[src/rtl/uart_pkg.sv]
// Shared UART types and constants: word-length and receiver state enums,
// default oversampling ratio and a word-length decode helper.
package uart_pkg;

  localparam int UART_OVERSAMPLE = 16;

  typedef enum logic [1:0] {
    WLS_5 = 2'b00,
    WLS_6 = 2'b01,
    WLS_7 = 2'b10,
    WLS_8 = 2'b11
  } wls_t;

  typedef enum logic [2:0] {
    IDLE,
    START,
    DATA,
    PARITY,
    STOP,
    BRK_WAIT
  } rx_state_t;

  function automatic logic [3:0] wordLen(input wls_t w);
    return 4'd5 + {2'b00, w};
  endfunction

endpackage

[src/rtl/uart_rx_sync_2ff.sv]
// Generic two-flop synchronizer with async reset and selectable reset value.
// Also used for modem-status inputs.
module sync_2ff #(
  parameter logic RESET_VAL = 1'b0
) (
  input  logic clk,
  input  logic reset,
  input  logic i_d,
  output logic o_q
);

  logic r_meta;
  logic r_sync;

  always_ff @(posedge clk or posedge reset) begin
    if (reset) begin
      r_meta <= RESET_VAL;
      r_sync <= RESET_VAL;
    end else begin
      r_meta <= i_d;
      r_sync <= r_meta;
    end
  end

  assign o_q = r_sync;

endmodule

[src/rtl/uart_rx.sv]
// 16550-style UART receiver: oversamples sin on sample_tick, recovers
// start/data/parity/stop under latched LCR settings and strobes each character.
module uart_rx
  import uart_pkg::*;
#(
  parameter int OVERSAMPLE = UART_OVERSAMPLE,
  parameter int DATA_WIDTH = 8
) (
  input  logic                  clk,
  input  logic                  reset,
  input  logic                  sample_tick,
  input  logic                  sin,
  input  logic [1:0]            wls,
  input  logic                  pen,
  input  logic                  eps,
  input  logic                  stick,
  output logic [DATA_WIDTH-1:0] rx_data,
  output logic                  rx_valid,
  output logic                  parity_err,
  output logic                  framing_err,
  output logic                  break_int,
  output logic                  rx_active
);

  localparam int         IDX_W     = $clog2(DATA_WIDTH);
  localparam logic [3:0] HALF_LAST = 4'(OVERSAMPLE / 2 - 1);
  localparam logic [3:0] BIT_LAST  = 4'(OVERSAMPLE - 1);

  logic                  w_sinS;
  rx_state_t             r_state;
  rx_state_t             w_stateNext;
  logic [3:0]            r_cnt;
  logic [3:0]            w_cntNext;
  logic [3:0]            w_cntInc;
  logic                  w_atSample;
  logic                  w_lastBit;
  logic                  w_breakDet;
  logic                  w_expPar;
  logic [IDX_W-1:0]      r_bitIdx;
  logic [DATA_WIDTH-1:0] r_shift;
  logic                  r_parBit;
  logic                  r_anyOne;
  wls_t                  r_wls;
  logic                  r_pen;
  logic                  r_eps;
  logic                  r_stick;
  logic [DATA_WIDTH-1:0] r_rxData;
  logic                  r_rxValid;
  logic                  r_parityErr;
  logic                  r_framingErr;
  logic                  r_breakInt;

  sync_2ff #(.RESET_VAL(1'b1)) u_sinSync (
    .clk   (clk),
    .reset (reset),
    .i_d   (sin),
    .o_q   (w_sinS)
  );

  assign w_cntInc   = r_cnt + 4'd1;
  assign w_atSample = sample_tick && (r_cnt == BIT_LAST);
  assign w_lastBit  = (int'(r_bitIdx) == int'(wordLen(r_wls)) - 1);
  assign w_breakDet = !r_anyOne && !w_sinS;
  // Stick parity forces ~eps; otherwise the bit completes even (eps=1) or odd parity.
  assign w_expPar   = r_stick ? ~r_eps : ((^r_shift) ^ ~r_eps);

  always_ff @(posedge clk or posedge reset) begin
    if (reset) begin
      r_state <= IDLE;
      r_cnt   <= '0;
    end else begin
      r_state <= w_stateNext;
      r_cnt   <= w_cntNext;
    end
  end

  always_comb begin
    w_stateNext = r_state;
    w_cntNext   = r_cnt;
    unique case (r_state)
      IDLE: begin
        if (sample_tick && !w_sinS) begin
          w_stateNext = START;
          w_cntNext   = '0;
        end
      end
      START: begin
        if (sample_tick) begin
          if (w_cntInc == HALF_LAST) begin
            w_cntNext   = '0;
            w_stateNext = w_sinS ? IDLE : DATA;
          end else begin
            w_cntNext = w_cntInc;
          end
        end
      end
      DATA, PARITY, STOP: begin
        if (sample_tick) begin
          if (r_cnt == BIT_LAST) begin
            w_cntNext = '0;
            if (r_state == DATA) begin
              if (w_lastBit) w_stateNext = r_pen ? PARITY : STOP;
            end else if (r_state == PARITY) begin
              w_stateNext = STOP;
            end else begin
              w_stateNext = w_breakDet ? BRK_WAIT : IDLE;
            end
          end else begin
            w_cntNext = w_cntInc;
          end
        end
      end
      BRK_WAIT: begin
        if (sample_tick && w_sinS) w_stateNext = IDLE;
      end
      default: w_stateNext = IDLE;
    endcase
  end

  always_ff @(posedge clk or posedge reset) begin
    if (reset) begin
      r_bitIdx     <= '0;
      r_shift      <= '0;
      r_parBit     <= 1'b0;
      r_anyOne     <= 1'b0;
      r_wls        <= WLS_5;
      r_pen        <= 1'b0;
      r_eps        <= 1'b0;
      r_stick      <= 1'b0;
      r_rxData     <= '0;
      r_rxValid    <= 1'b0;
      r_parityErr  <= 1'b0;
      r_framingErr <= 1'b0;
      r_breakInt   <= 1'b0;
    end else begin
      r_rxValid <= 1'b0;
      if (r_state == IDLE && sample_tick && !w_sinS) begin
        r_wls   <= wls_t'(wls);
        r_pen   <= pen;
        r_eps   <= eps;
        r_stick <= stick;
      end
      if (r_state == START && sample_tick && w_cntInc == HALF_LAST && !w_sinS) begin
        r_shift  <= '0;
        r_bitIdx <= '0;
        r_anyOne <= 1'b0;
      end
      if (r_state == DATA && w_atSample) begin
        r_shift[r_bitIdx] <= w_sinS;
        r_bitIdx          <= r_bitIdx + 1'b1;
        if (w_sinS) r_anyOne <= 1'b1;
      end
      if (r_state == PARITY && w_atSample) begin
        r_parBit <= w_sinS;
        if (w_sinS) r_anyOne <= 1'b1;
      end
      if (r_state == STOP && w_atSample) begin
        r_rxValid    <= 1'b1;
        r_rxData     <= r_shift;
        r_parityErr  <= r_pen && (r_parBit != w_expPar);
        r_framingErr <= !w_sinS;
        r_breakInt   <= w_breakDet;
      end
    end
  end

  assign rx_data     = r_rxData;
  assign rx_valid    = r_rxValid;
  assign parity_err  = r_parityErr;
  assign framing_err = r_framingErr;
  assign break_int   = r_breakInt;
  assign rx_active   = (r_state != IDLE);

endmodule

[config.mk]
export PLATFORM = sky130hd
export DESIGN_NAME = uart_rx
export DESIGN_NICKNAME = d
export VERILOG_FILES = /design/src/rtl/uart_pkg.sv /design/src/rtl/uart_rx_sync_2ff.sv /design/src/rtl/uart_rx.sv
export SDC_FILE = /design/constraint.sdc
export NUM_CORES = 1
export LEC_CHECK = 0
export CAP_MARGIN = 20
export CORE_MARGIN = 5
export CORE_UTILIZATION = 36
export DETAILED_ROUTE_END_ITERATION = 10
export PLACE_DENSITY = 0.6
export SETUP_SLACK_MARGIN = 0.02
export SYNTH_ARGS = -nofsm -noshare
export SYNTH_HDL_FRONTEND = slang
export SYNTH_SLANG_ARGS = --single-unit
[constraint.sdc]
create_clock -name clk -period 2.2 [get_ports clk]
set_clock_uncertainty 0.2 [all_clocks]
set_input_delay 0.44 -clock clk [delete_from_list [all_inputs] [get_ports clk]]
set_output_delay 0.44 -clock clk [all_outputs]
set_load 0.02 [all_outputs]
# Word level (Yosys, flattened, before mapping)
# Cells that the tools add are included.
# Widths: inputs -> output; s select.
[classes]
magnitude_cmp = 2
n_reduce_logical = 24
n_bitwise = 2
mux = 33
multipliers = 0
div = 0
n_shift = 0
n_addsub = 4
n_eq_ne = 16
[op_table]
columns = ["op", "count"]
rows = [
  ["$mux 3", 13],
  ["$mux 4", 5],
  ["$mux 8", 2],
  ["$logic_and 1x1->1", 14],
  ["$ne 2x2->1 const B", 6],
  ["$pmux 3 s4", 1],
  ["$pmux 4 s3", 1],
  ["$bwmux 8", 1],
  ["$mux 1", 8],
  ["$reduce_xor 8->1", 1],
  ["$reduce_and 7->1", 1],
  ["$eq 3x2->1 const B", 2],
  ["$eq 3x3->1 const B", 2],
  ["$reduce_bool 3->1", 2],
  ["$eq 4x5->1", 1],
  ["$sub 4x1->5 const B", 1],
  ["$add 3x2->4 const A", 1],
  ["$add 4x1->4 const B", 1],
  ["$eq 4x3->1 const B", 1],
  ["$eq 4x4->1 const B", 1],
  ["$lt 3x4->1 const B", 1],
  ["$reduce_and 4->1", 1],
  ["$add 3x1->3 const B", 1],
  ["$demux 1 s3", 1],
  ["11 further kinds", 12],
]
[word_totals]
rom_bits = 0
ram_bits = 0
in_bits = 9
output_inout_bits = 13
n_memories = 0
elab_cells = 98
register_bits = 39
latch_bits = 0

# Longest topological paths before layout
# Gate-level depths: netlist of run 1.
[depth]
word_depth = 9
depth_mapped = 8
mapped_depth_nobuf = 7

# Modules after synthesis
# Synthesis of run 1 repeated with hierarchy kept, for this count alone.
[hier_totals]
hier_cells = 205
hier_area_um2 = 2125.8
[modules_own_cells]
columns = ["module", "area_each_um2", "n_inst", "cells_per_inst", "seq_area_each_um2"]
rows = [
  ["uart_rx", 2069.5, 1, 202, 925.9],
  ["sync_2ff", 56.3, 1, 3, 52.6],
]

# Worst setup path before layout of run 1
# No wires, ideal clock.
[synth_timing]
path_type = "reg-to-reg"
start = "register u_sinSync.r_sync (netlist: u_sinSync.o_q)"
end = "register r_state[0]"
stages_incl_launch_ff = 6
t_required_ns = 1.875
path_buffers = 0
setup_ns = 0.125
t_arrival_ns = 1.801
period_less_slack_ns = 2.126
path_slack_ns = 0.074
cell_sequence = "dfstp_2 or4b_2 o21ai_0 or4_4 a21o_1 mux2_4"
[synth_between]
elab_chain_cells = 8
word_cells_on_any_way = 13
classes_between = "eq/ne: 2; mux: 6; reduce/logical: 5"
[synth_rtl]
columns = ["item", "line_no", "source"]
rows = [
  ["start, declared", "uart_rx_sync_2ff.sv:13", "logic r_sync;"],
  ["start signal, assigned", "uart_rx_sync_2ff.sv:21", "r_sync <= r_meta;"],
  ["$logic_not 1->1", "uart_rx.sv:63, uart_rx.sv:82", ""],
  ["$logic_and 1x1->1", "uart_rx.sv:63", "assign w_breakDet = !r_anyOne && !w_sinS;"],
  ["$mux 3", "uart_rx.sv:106", "w_stateNext = w_breakDet ? BRK_WAIT : IDLE;"],
  ["$mux 3", "uart_rx.sv:103", "end else if (r_state == PARITY) begin"],
  ["$mux 3", "uart_rx.sv:101", "if (r_state == DATA) begin"],
  ["$mux 3", "uart_rx.sv:99", "if (r_cnt == BIT_LAST) begin"],
  ["$mux 3", "uart_rx.sv:98", "if (sample_tick) begin"],
  ["$pmux 3 s4", "uart_rx.sv:80", "unique case (r_state)"],
  ["end signal, assigned", "uart_rx.sv:72", "r_state <= w_stateNext;"],
  ["end, declared", "uart_rx.sv:30", "rx_state_t r_state;"],
]
# Parallel ways exist; a longest one is shown, timed or not. The select of a mux whose other input is x is not followed.
# A chain may end at the register's enable or synchronous reset.

# Final worst setup path of run 1
[layout_timing]
start = "register r_state[1]"
end = "register r_state[0]"
[layout_between]
elab_chain_cells = 6
word_cells_on_any_way = 20
classes_between = "eq/ne: 12; mux: 5; reduce/logical: 3"
[layout_rtl]
columns = ["item", "line_no"]
rows = [
  ["$eq 3x2->1", "uart_rx.sv:80, uart_rx.sv:103"],
  ["$mux 3", "uart_rx.sv:103"],
  ["$mux 3", "uart_rx.sv:101"],
  ["$mux 3", "uart_rx.sv:99"],
  ["$mux 3", "uart_rx.sv:98"],
  ["$pmux 3 s4", "uart_rx.sv:80"],
]
# Parallel ways exist; a longest one is shown, timed or not. The select of a mux whose other input is x is not followed.

==> results of run 1 <==
==> sequential cells by signal, indices dropped and copies added, names as in the netlist <==
signal and flops:
r_shift 8, r_pen 1, r_state 3, r_cnt 4, parity_err 1, u_sinSync.o_q 1, r_wls 2, r_parBit 1
r_anyOne 1, framing_err 1, u_sinSync.r_meta 1, rx_valid 1, r_eps 1, r_bitIdx 3, break_int 1, r_stick 1
rx_data 8
==> power groups by stage <==
stage | clock network [mW] | logic (mW) | registers (mW)
2_1_floorplan | 0 | 0.572 | 0.941
3_3_place_gp | 0 | 0.847 | 0.983
3_5_place_dp | 0 | 0.850 | 0.986
4_1_cts | 0.483 | 0.846 | 0.975
5_1_grt | 0.515 | 0.997 | 0.999
6_report | 0.464 | 0.909 | 0.979
==> path summary, 6_finish.rpt <==
| kind | endpoint | start | slack [ns] |
|---|---|---|---|
| max in group asynchronous | u_sinSync.r_meta | reset | 1.07 |
| setup / recovery | r_state[0] | r_state[1] | 0.07 |
| hold / removal | u_sinSync.o_q | u_sinSync.r_meta | 0.16 |
| hold reg to reg | u_sinSync.o_q | u_sinSync.r_meta | 0.16 |
| min in group asynchronous | r_cnt[1] | reset | 0.36 |
| setup reg to reg | r_state[0] | r_state[1] | 0.07 |
==> stage by stage <==
| stage | total power, mW | worst slack, ns | hold WS (ns) | util | std cells |
|---|---|---|---|---|---|
| 4_1_cts | 2.304 | 0.02580 | 0.1578 | 0.4710 | 324 |
| 3_3_place_gp | 1.830 | -0.2049 | 0.1467 | 0.4550 | 316 |
| 2_1_floorplan | 1.513 | 0.07414 | 0.1452 | - | 202 |
| 6_report | 2.352 | 0.07217 | 0.1565 | 0.4799 | 327 |
| 5_1_grt | 2.511 | 0.007511 | 0.1653 | 0.4799 | 327 |
| 3_5_place_dp | 1.836 | -0.2258 | 0.1479 | 0.4550 | 316 |
==> cell type report <==
type / instances / share of cell area
inverter: 7 / 0.01000
multi-input combinational: 147 / 0.3749
timing repair buffer: 54 / 0.1744
sequential: 39 / 0.3740
clock buffer: 6 / 0.02763
clock inverter: 2 / 0.004764
tap: 72 / 0.03430
==> layer usage <==
metal	GRT usage	up-vias	wire [µm]
li1	-	813	-
met1	0.1713	766	2190
met2	0.1758	33	1759
met3	0.03827	5	220
met4	0.03741	0	45
met5	0	-	0
==> repair_timing <==
item	CTS	global route
pin swaps	2	4
setup endpoints to repair	9	13
endpoints found under the hold margin	0	0
resized for setup	3	13
setup buffers	0	3
==> critical path, stage by stage (launching register included) <==
cell	delay, ns
dfrtp_2	0.47
or3b_4	0.28
a31oi_1	0.06
or4_4	0.50
a21o_1	0.21
mux2_4	0.30
==> kinds of logic after synthesis <==
kind of cell               synth area share
and+or+nand+nor                      0.2134
DFF                                  0.4866
AOI/OAI and AO/OA                    0.1332
buffers and inverters               0.03609
muxes                               0.06845
xor gates and xnor gates            0.04356
adders and majority gates           0.01867
==> placed cells by master, fill, tap and decap left out, types with 7 or more instances in the layout <==
| cell | instances |
|---|---|
| nand2_1 | 38 |
| dfrtp_1 | 34 |
| buf_4 | 32 |
| clkdlybuf4s50_1 | 19 |
| o21ai_0 | 10 |
| nor2_1 | 8 |
| xnor2_1 | 8 |
| inv_1 | 7 |
==> impl_results.md, run 1 <==
* Routability Congestion at 0.8394
* Drt initial violations at 105
* Sequential share of the synthesized area at 0.4866
* Routed wire length at 4215 µm
* Final HPWL DP at 3015 µm
* Maxcap violations at 0
* Hold-fix buffers, CTS at 0
* Global-route wire length before repair at 7072 µm
* Comb power frac at 0.387
* Yosys warning total at 0
* Sequential Power Share at 0.416
* Root Driver: clkbuf_8
* CP Class: reg -> reg
* Layout cells sized above 1 at 0.2824
* Async SR Flop Fraction at 1.000
* Internal power at 1.565 mW
* IO Pins at 22
* Worst EP required at 2.18 ns
* EDFF count, synth at 0
* Commonest cells in the netlist: 38 x nand2_1, 37 x dfrtp_1, 11 x o21ai_0
* Drt drc at 0
* Syn_nets at 214
* Pins Over Slew Limit at 0
* Unique masters post-synth at 48
* Net count, final at 266
* Largest net degree at the start of global routing at 40
* CTS tree: done
* Width of the die at 84.74 µm
* Worst Path Max Fanout at 9
* Via count at 1617
* Sequential Area at 982.2 µm²
* Via-to-Cell Ratio at 4.945
* Crit. End Element: flip-flop
* Initial DRT Pass Iterations at 4
* Crit path launch type: flip-flop
* Bufs on Longest Clock Path at 2
* # setup viols final at 0
* Synthesized cell area at 2011 µm²
* Clock sinks at 39
* Drt wl/cell at 12.89 µm
* Top_reg_cell synth: dfrtp_1
* Area of the core at 5473 µm²
* Syn Area/Cell at 9.954 µm²
* Pwr Density at 895.5 nW/µm²
* # fillers at 519
* Row count at 27
* Fmax at 470.0 MHz
* CTS buffer count at 5
* Switching share of power at 0.3346
* Die area at 7180 µm²
* Yosys top cell area share at 0.4605
* Grt ovf at 0
* Post-placement cell area at 2490 µm²
* IO buf count at 21
* Diodes inserted at 0
* Initial antenna violation count at 0
* Hold path cells at 0
* Multi-input gate area at 984.7 µm²
* Worst slew margin at 0.6756
* Fin crit share at 0.9672
* Final setup TNS at 0 ns
* Pleak at 1.257 nW
* Die H at 84.74 µm
* CTS H-tree depth at 2
* Seq cells post-synth at 39
* Status: complete, no violations
* Area Growth Syn to Fin at 30.62%
* Arrival @ worst endpoint at 2.10 ns
* Antenna Nets Post-Route at 0
* Top cells by area, synth: dfrtp_1 46%, nand2_1 7.1%, xnor2_1 3.5%, mux2_2 3.4%, o21ai_0 2.7%
* GRT Overall Usage at 0.1210
* Slew @ Worst Pin at 0.4865 ns
* Class of the worst hold path: reg -> reg
* Yosys top cell by area: dfrtp_1
* Number of global-route vias before repair at 1540
* Syn Inst Count at 202
* Reg2Reg Depth at 5
* Final Hold Fails at 0
* Most frequent cell after synthesis: nand2_1
* CTS clock-pin slew for the worst setup and hold paths at 0.08 ns
* Unrepaired setup endpoints after global routing: yes
* Net Sw Power at 0.7870 mW
* Clk_lat worst skew at 0.29 ns
* Minimum period implied by the final worst setup slack at 2.128 ns
* Cell area after layout at 2626 µm²
* VDD IR max at 551.2 µV
* Clock network fraction of design power at 0.197
* Initial core utilization at 0.3674
No activity file was read; power rests on OpenSTA's default activity.
==> inputs of run 2 (changes only) <==
--- a/config.mk
+++ b/config.mk
@@ -6,10 +6,12 @@
 export NUM_CORES = 1
 export LEC_CHECK = 0
 export CAP_MARGIN = 20
+export CELL_PAD_IN_SITES_DETAIL_PLACEMENT = 1
+export CELL_PAD_IN_SITES_GLOBAL_PLACEMENT = 1
 export CORE_MARGIN = 5
 export CORE_UTILIZATION = 36
 export DETAILED_ROUTE_END_ITERATION = 10
-export PLACE_DENSITY = 0.6
+export PLACE_DENSITY = 0.73
 export SETUP_SLACK_MARGIN = 0.02
 export SYNTH_ARGS = -nofsm -noshare
 export SYNTH_HDL_FRONTEND = slang
==> impl_results.md, run 2 (synthesis gave the netlist of run 1 again) <==
* Status: complete, no violations
* Antenna Nets Post-Route at 0 (unchanged)
* Initial DRT Pass Iterations at 4 (unchanged)
* CTS buffer count at 5 (unchanged)
* CTS H-tree depth at 2 (unchanged)
* Fmax at 468.3 MHz (-0.36%)
* Grt ovf at 0 (unchanged)
* CP Class: reg -> reg
* WL met3 at 196 µm (-11%)
* Commonest non-fill, non-tap cell in the layout: nand2_1
* Area Growth Syn to Fin at 33.29%
* Die area at 7180 µm² (unchanged)
* Slew @ Worst Pin at 0.4035 ns (-0.08301 ns)
* Die H at 84.74 µm (unchanged)
* Pwr Density at 945.5 nW/µm² (+5.6%)
* Commonest non-fill, non-tap cells in the layout: 38 x nand2_1, 35 x buf_4, 34 x dfrtp_1
* CTS tree: done
* Hold path startpoint: u_sinSync.r_meta
* Met2 WL at 2315 µm (+32%)
* Unrepaired setup endpoints after global routing: yes
* Crit path from: r_cnt[1]
* Pleak at 1.287 nW (+2.4%)
* Drt wl/cell at 14.36 µm (+11%)
* Class of the worst hold path: reg -> reg
* Tot Pwr at 2.534 mW (+7.7%)
* Diodes inserted at 0 (unchanged)
* CTS clock-pin slew for the worst setup and hold paths at 0.08 ns (about the same)
* Hold_ws at 0.1591 ns (+0.002621 ns)
* Arrival @ worst endpoint at 2.12 ns (+0.02 ns)
* Drt drc at 0 (unchanged)
* GRT Overall Usage at 0.1467 (+0.02576)
* Initial core utilization at 0.3674 (unchanged)
* Clock sinks at 39 (unchanged)
* Layout cells sized above 1 at 0.2957 (+0.01337)
* Bufs on Longest Clock Path at 2 (unchanged)
* Comb power frac at 0.372 (-0.015)
* Drt initial violations at 15 (-86%)
* Initial antenna violation count at 0 (unchanged)
* Clock network fraction of design power at 0.237 (+0.040)
* IO buf count at 21 (unchanged)
* Crit. End Element: flip-flop
* Net count, final at 268 (+0.75%)
* Root Driver: clkbuf_8
* Maxcap violations at 0 (unchanged)
* Pins Over Slew Limit at 0 (unchanged)
* Crit path launch type: flip-flop
* # setup viols final at 0 (unchanged)
* Row count at 27 (unchanged)
* Worst Path Max Fanout at 3 (-6)
* Worst slew margin at 0.7281 (+0.05250)
* Met1 WL at 2128 µm (-2.8%)
* Switching share of power at 0.3257 (-0.008900)
* Via count at 1645 (+1.7%)
* Fin crit share at 0.9707 (+0.003509)
* Routed wire length at 4723 µm (+12%)
* Clk_lat worst skew at 0.30 ns (about the same)
* Top layer used by detailed routing: met4
* Net Sw Power at 0.8253 mW (+4.9%)
* Minimum period implied by the final worst setup slack at 2.136 ns (+0.007721 ns)
* Number of global-route vias before repair at 1759 (+14%)
* IO Pins at 22 (unchanged)
* Largest net degree at the start of global routing at 27 (-33%)
* Sequential Power Share at 0.390 (-0.026)
* Area of the core at 5473 µm² (unchanged)
* Final Hold Fails at 0 (unchanged)
* VDD IR max at 510.8 µV (-7.3%)
* Width of the die at 84.74 µm (unchanged)
* Final Core Density at 0.4897 (+0.009831)
* Reg2reg start: r_cnt[1]
* Worst EP required at 2.19 ns (about the same)
* Via-to-Cell Ratio at 5.000 (+1.1%)
* Final HPWL DP at 3624 µm (+20%)
* # fillers at 624 (+20%)
* Routability Congestion at 0.7939 (-5.4%)
* Global-route wire length before repair at 8411 µm (+19%)
* Internal power at 1.709 mW (+9.2%)
## run 2: per-layer routing
metal,GRT usage,vias to the layer above
li1,-,813
met1,0.1856,803
met2,0.2434,24
met3,0.03631,5
met5,0,-
met4,0.05180,0
## run 2: final cells by class
cell class,count,area [µm²],share of cell area
tap,72,90.09,0.03361
timing repair buffer,56,475.5,0.1774
multi-input combinational,147,993.5,0.3707
clock inverter,3,43.79,0.01634
sequential,39,982.2,0.3665
clock buffer,5,68.82,0.02568
inverter,7,26.28,0.009804
## run 2: per-stage QoR
step | setup slack [ns] | instance area [µm²] | TNS [ns] | std cells
finish | 0.06445 | 2680 | 0 | 329
global route | -0.008945 | 2680 | -0.008945 | 329
CTS | 0.01702 | 2618 | 0 | 325
detailed placement | -0.2634 | 2497 | -3.535 | 317
global placement | -0.2398 | 2497 | -2.807 | 317
floorplan | 0.07414 | 2011 | 0 | 202
## run 2: power groups by stage
stage	Sequential, mW	Combinational (mW)	Clock, mW
finish	0.989	0.944	0.602
global route	1.02	1.05	0.660
CTS	0.985	0.894	0.628
detailed placement	0.997	0.894	0
global placement	0.981	0.862	0
floorplan	0.941	0.572	0
## run 2: worst paths after layout
check / endpoint / slack (ns) / cells after the start
setup / recovery: r_cnt[2] / 0.06 / 8
hold / removal: u_sinSync.o_q / 0.16 / 0
setup reg to reg: r_cnt[2] / 0.06 / 8
hold reg to reg: u_sinSync.o_q / 0.16 / 0
max in group asynchronous: r_state[0] / 1.21 / 3
min in group asynchronous: r_wls[1] / 0.26 / 3
## run 2: critical path, stage by stage, from the launching register on
cell and delay (ns):
dfrtp_1 0.39, ha_2 0.20, buf_4 0.14, nor2b_4 0.13, a21oi_1 0.10, a2bb2oi_2 0.19, buf_4 0.14, a211o_1 0.29
a32o_1 0.25
## run 2: what timing repair did
item	CTS	global route
endpoints found under the setup margin	10	11
buffers inserted	0	4
cloned	0	0
resized for setup	5	12
hold buffers	0	0
pin swaps	0	4
==> inputs of run 3 (changes only) <==
--- a/config.mk
+++ b/config.mk
@@ -11,7 +11,7 @@
 export CORE_MARGIN = 5
 export CORE_UTILIZATION = 36
 export DETAILED_ROUTE_END_ITERATION = 10
-export PLACE_DENSITY = 0.73
+export PLACE_DENSITY = 0.7
 export SETUP_SLACK_MARGIN = 0.02
 export SYNTH_ARGS = -nofsm -noshare
 export SYNTH_HDL_FRONTEND = slang
==> constraint.sdc (replaced) <==
create_clock -name clk -period 2.1 [get_ports clk]
set_clock_uncertainty 0.2 [all_clocks]
set_input_delay 0.42 -clock clk [delete_from_list [all_inputs] [get_ports clk]]
set_output_delay 0.42 -clock clk [all_outputs]
set_load 0.02 [all_outputs]
==> impl_results.md, run 3 (synthesis gave the netlist of run 1 again) <==
* CTS tree: done
* Global-route wire length before repair at 8921 µm (+6.1%)
* CP Class: reg -> reg
* Area Growth Syn to Fin at 45.05%
* Final Hold Fails at 0 (unchanged)
* Diodes inserted at 0 (unchanged)
* Net count, final at 277 (+3.4%)
* CTS clock-pin slew for the worst setup and hold paths at 0.08 ns (about the same)
* Via-to-Cell Ratio at 5.109 (+2.2%)
* Pwr Density at 1052 nW/µm² (+11%)
* Drt drc at 0 (unchanged)
* Initial antenna violation count at 0 (unchanged)
* Commonest non-fill, non-tap cells in the layout: 38 x nand2_1, 36 x buf_4, 34 x dfrtp_1
* Worst Path Max Fanout at 8 (+5)
* Commonest non-fill, non-tap cell in the layout: nand2_1
* Failing checks: negative setup slack
* Unrepaired setup endpoints after global routing: yes
* Maxcap violations at 0 (unchanged)
* Met1 Usage GRT at 0.1830 (-0.002613)
* IO buf count at 21 (unchanged)
* Number of global-route vias before repair at 1873 (+6.5%)
* Die H at 84.74 µm (unchanged)
* Worst slew margin at 0.7725 (+0.04438)
* GRT Overall Usage at 0.1557 (+0.008961)
* VDD IR max at 547.5 µV (+7.2%)
* Die area at 7180 µm² (unchanged)
* Crit. End Element: flip-flop
* Pleak at 1.382 nW (+7.4%)
* Final HPWL DP at 3692 µm (+1.9%)
* Drt wl/cell at 16.25 µm (+13%)
* Minimum period implied by the final worst setup slack at 2.150 ns (+0.01477 ns)
* GR peak layer: met2
* Clock sinks at 39 (unchanged)
* Fin crit share at 1.024 (+0.05326)
* Grt ovf at 0 (unchanged)
* Status: finished with violations
* Via count at 1727 (+5.0%)
* Slew @ Worst Pin at 0.3377 ns (-0.06587 ns)
* Drt initial violations at 28 (+13)
* CTS H-tree depth at 2 (unchanged)
* Largest net degree at the start of global routing at 40 (+48%)
* Finished Layout Cells at 338 (+2.7%)
* Class of the worst hold path: reg -> reg
* Routed wire length at 5491 µm (+16%)
* Root Driver: clkbuf_8
* Arrival @ worst endpoint at 2.14 ns (+0.02 ns)
* Initial DRT Pass Iterations at 4 (unchanged)
* GR Util met2 at 0.2747 (+0.03132)
* Cells after DPL at 322 (+1.6%)
* Bufs on Longest Clock Path at 2 (unchanged)
* Crit path setup slack, layout at -0.05033 ns (-0.1148 ns)
* Clk_lat worst skew at 0.30 ns (about the same)
* Area of the core at 5473 µm² (unchanged)
* CTS buffer count at 5 (unchanged)
* Crit path launch type: flip-flop
* Routability Congestion at 0.8529 (+7.4%)
* Tot Pwr at 3.069 mW (+21%)
* # fillers at 619 (-0.80%)
* Width of the die at 84.74 µm (unchanged)
* Row count at 27 (unchanged)
* GR Util met3 at 0.04122 (+0.004907)
* Antenna Nets Post-Route at 0 (unchanged)
* Fmax at 465.0 MHz (-0.69%)
* Pins Over Slew Limit at 0 (unchanged)
* Layout cells sized above 1 at 0.3609 (+0.06518)
* Worst EP required at 2.09 ns (-0.10 ns)
* IO Pins at 22 (unchanged)
* Initial core utilization at 0.3674 (unchanged)
* Hold-fix buffers, CTS at 0 (unchanged)
* # setup viols final at 5 (+5)
## run 3: worst max-delay path: stages, from the launching register on
cell	delay [ns]
dfrtp_2	0.47
buf_6	0.15
nand3b_1	0.08
a21oi_1	0.08
or4_4	0.56
a21o_1	0.21
mux2_4	0.30
## run 3: final cells by class
class                      count  area (µm²)  area share
clock buffer                   6       72.57     0.02488
clock inverter                 2       60.06     0.02059
inverter                       7       28.78    0.009867
multi-input combinational    147        1100      0.3771
sequential                    39       982.2      0.3368
tap                           72       90.09     0.03089
timing repair buffer          65       583.1      0.1999
## run 3: worst paths after layout
check | endpoint | from | cells after the start | slack [ns]
setup / recovery | r_state[1] | r_state[2] | 6 | -0.05
hold / removal | u_sinSync.o_q | u_sinSync.r_meta | 0 | 0.16
setup reg to reg | r_state[1] | r_state[2] | 6 | -0.05
hold reg to reg | u_sinSync.o_q | u_sinSync.r_meta | 0 | 0.16
max in group asynchronous | u_sinSync.r_meta | reset | 3 | 1.16
min in group asynchronous | r_eps | reset | 3 | 0.27
## run 3: repair_timing
item	4_1_cts	5_1_grt
gates resized for setup	16	33
setup buffers	4	4
endpoints found under the setup margin	21	24
pin swaps	6	13
## run 3: per-layer routing
| layer | wire, µm | up-vias | part of all wire |
|---|---|---|---|
| met3 | 208 | 12 | 0.038 |
| met1 | 2408 | 851 | 0.44 |
| met5 | 0 | - | 0 |
| met2 | 2744 | 31 | 0.50 |
| met4 | 129 | 0 | 0.023 |
| li1 | - | 833 | - |
## run 3: where the power goes
group / total, mW / internal (mW) / switching, mW
Sequential: 1.03 / 0.881 / 0.147
Combinational: 1.29 / 0.729 / 0.562
Clock: 0.749 / 0.475 / 0.274
## run 3: metrics by stage
step	util	hold slack [ns]	setup slack, ns	cell area [µm²]	setup TNS, ns
after detailed placement	0.4662	0.1525	-0.3051	2551	-5.687
after CTS	0.5046	0.1521	-0.03227	2761	-0.07951
final	0.5329	0.1576	-0.05033	2917	-0.1232
after global placement	0.4662	0.1465	-0.2438	2551	-4.709
after global routing	0.5329	0.1592	-0.1344	2917	-0.6310
after floorplan	-	0.1452	0.002019	2014	0
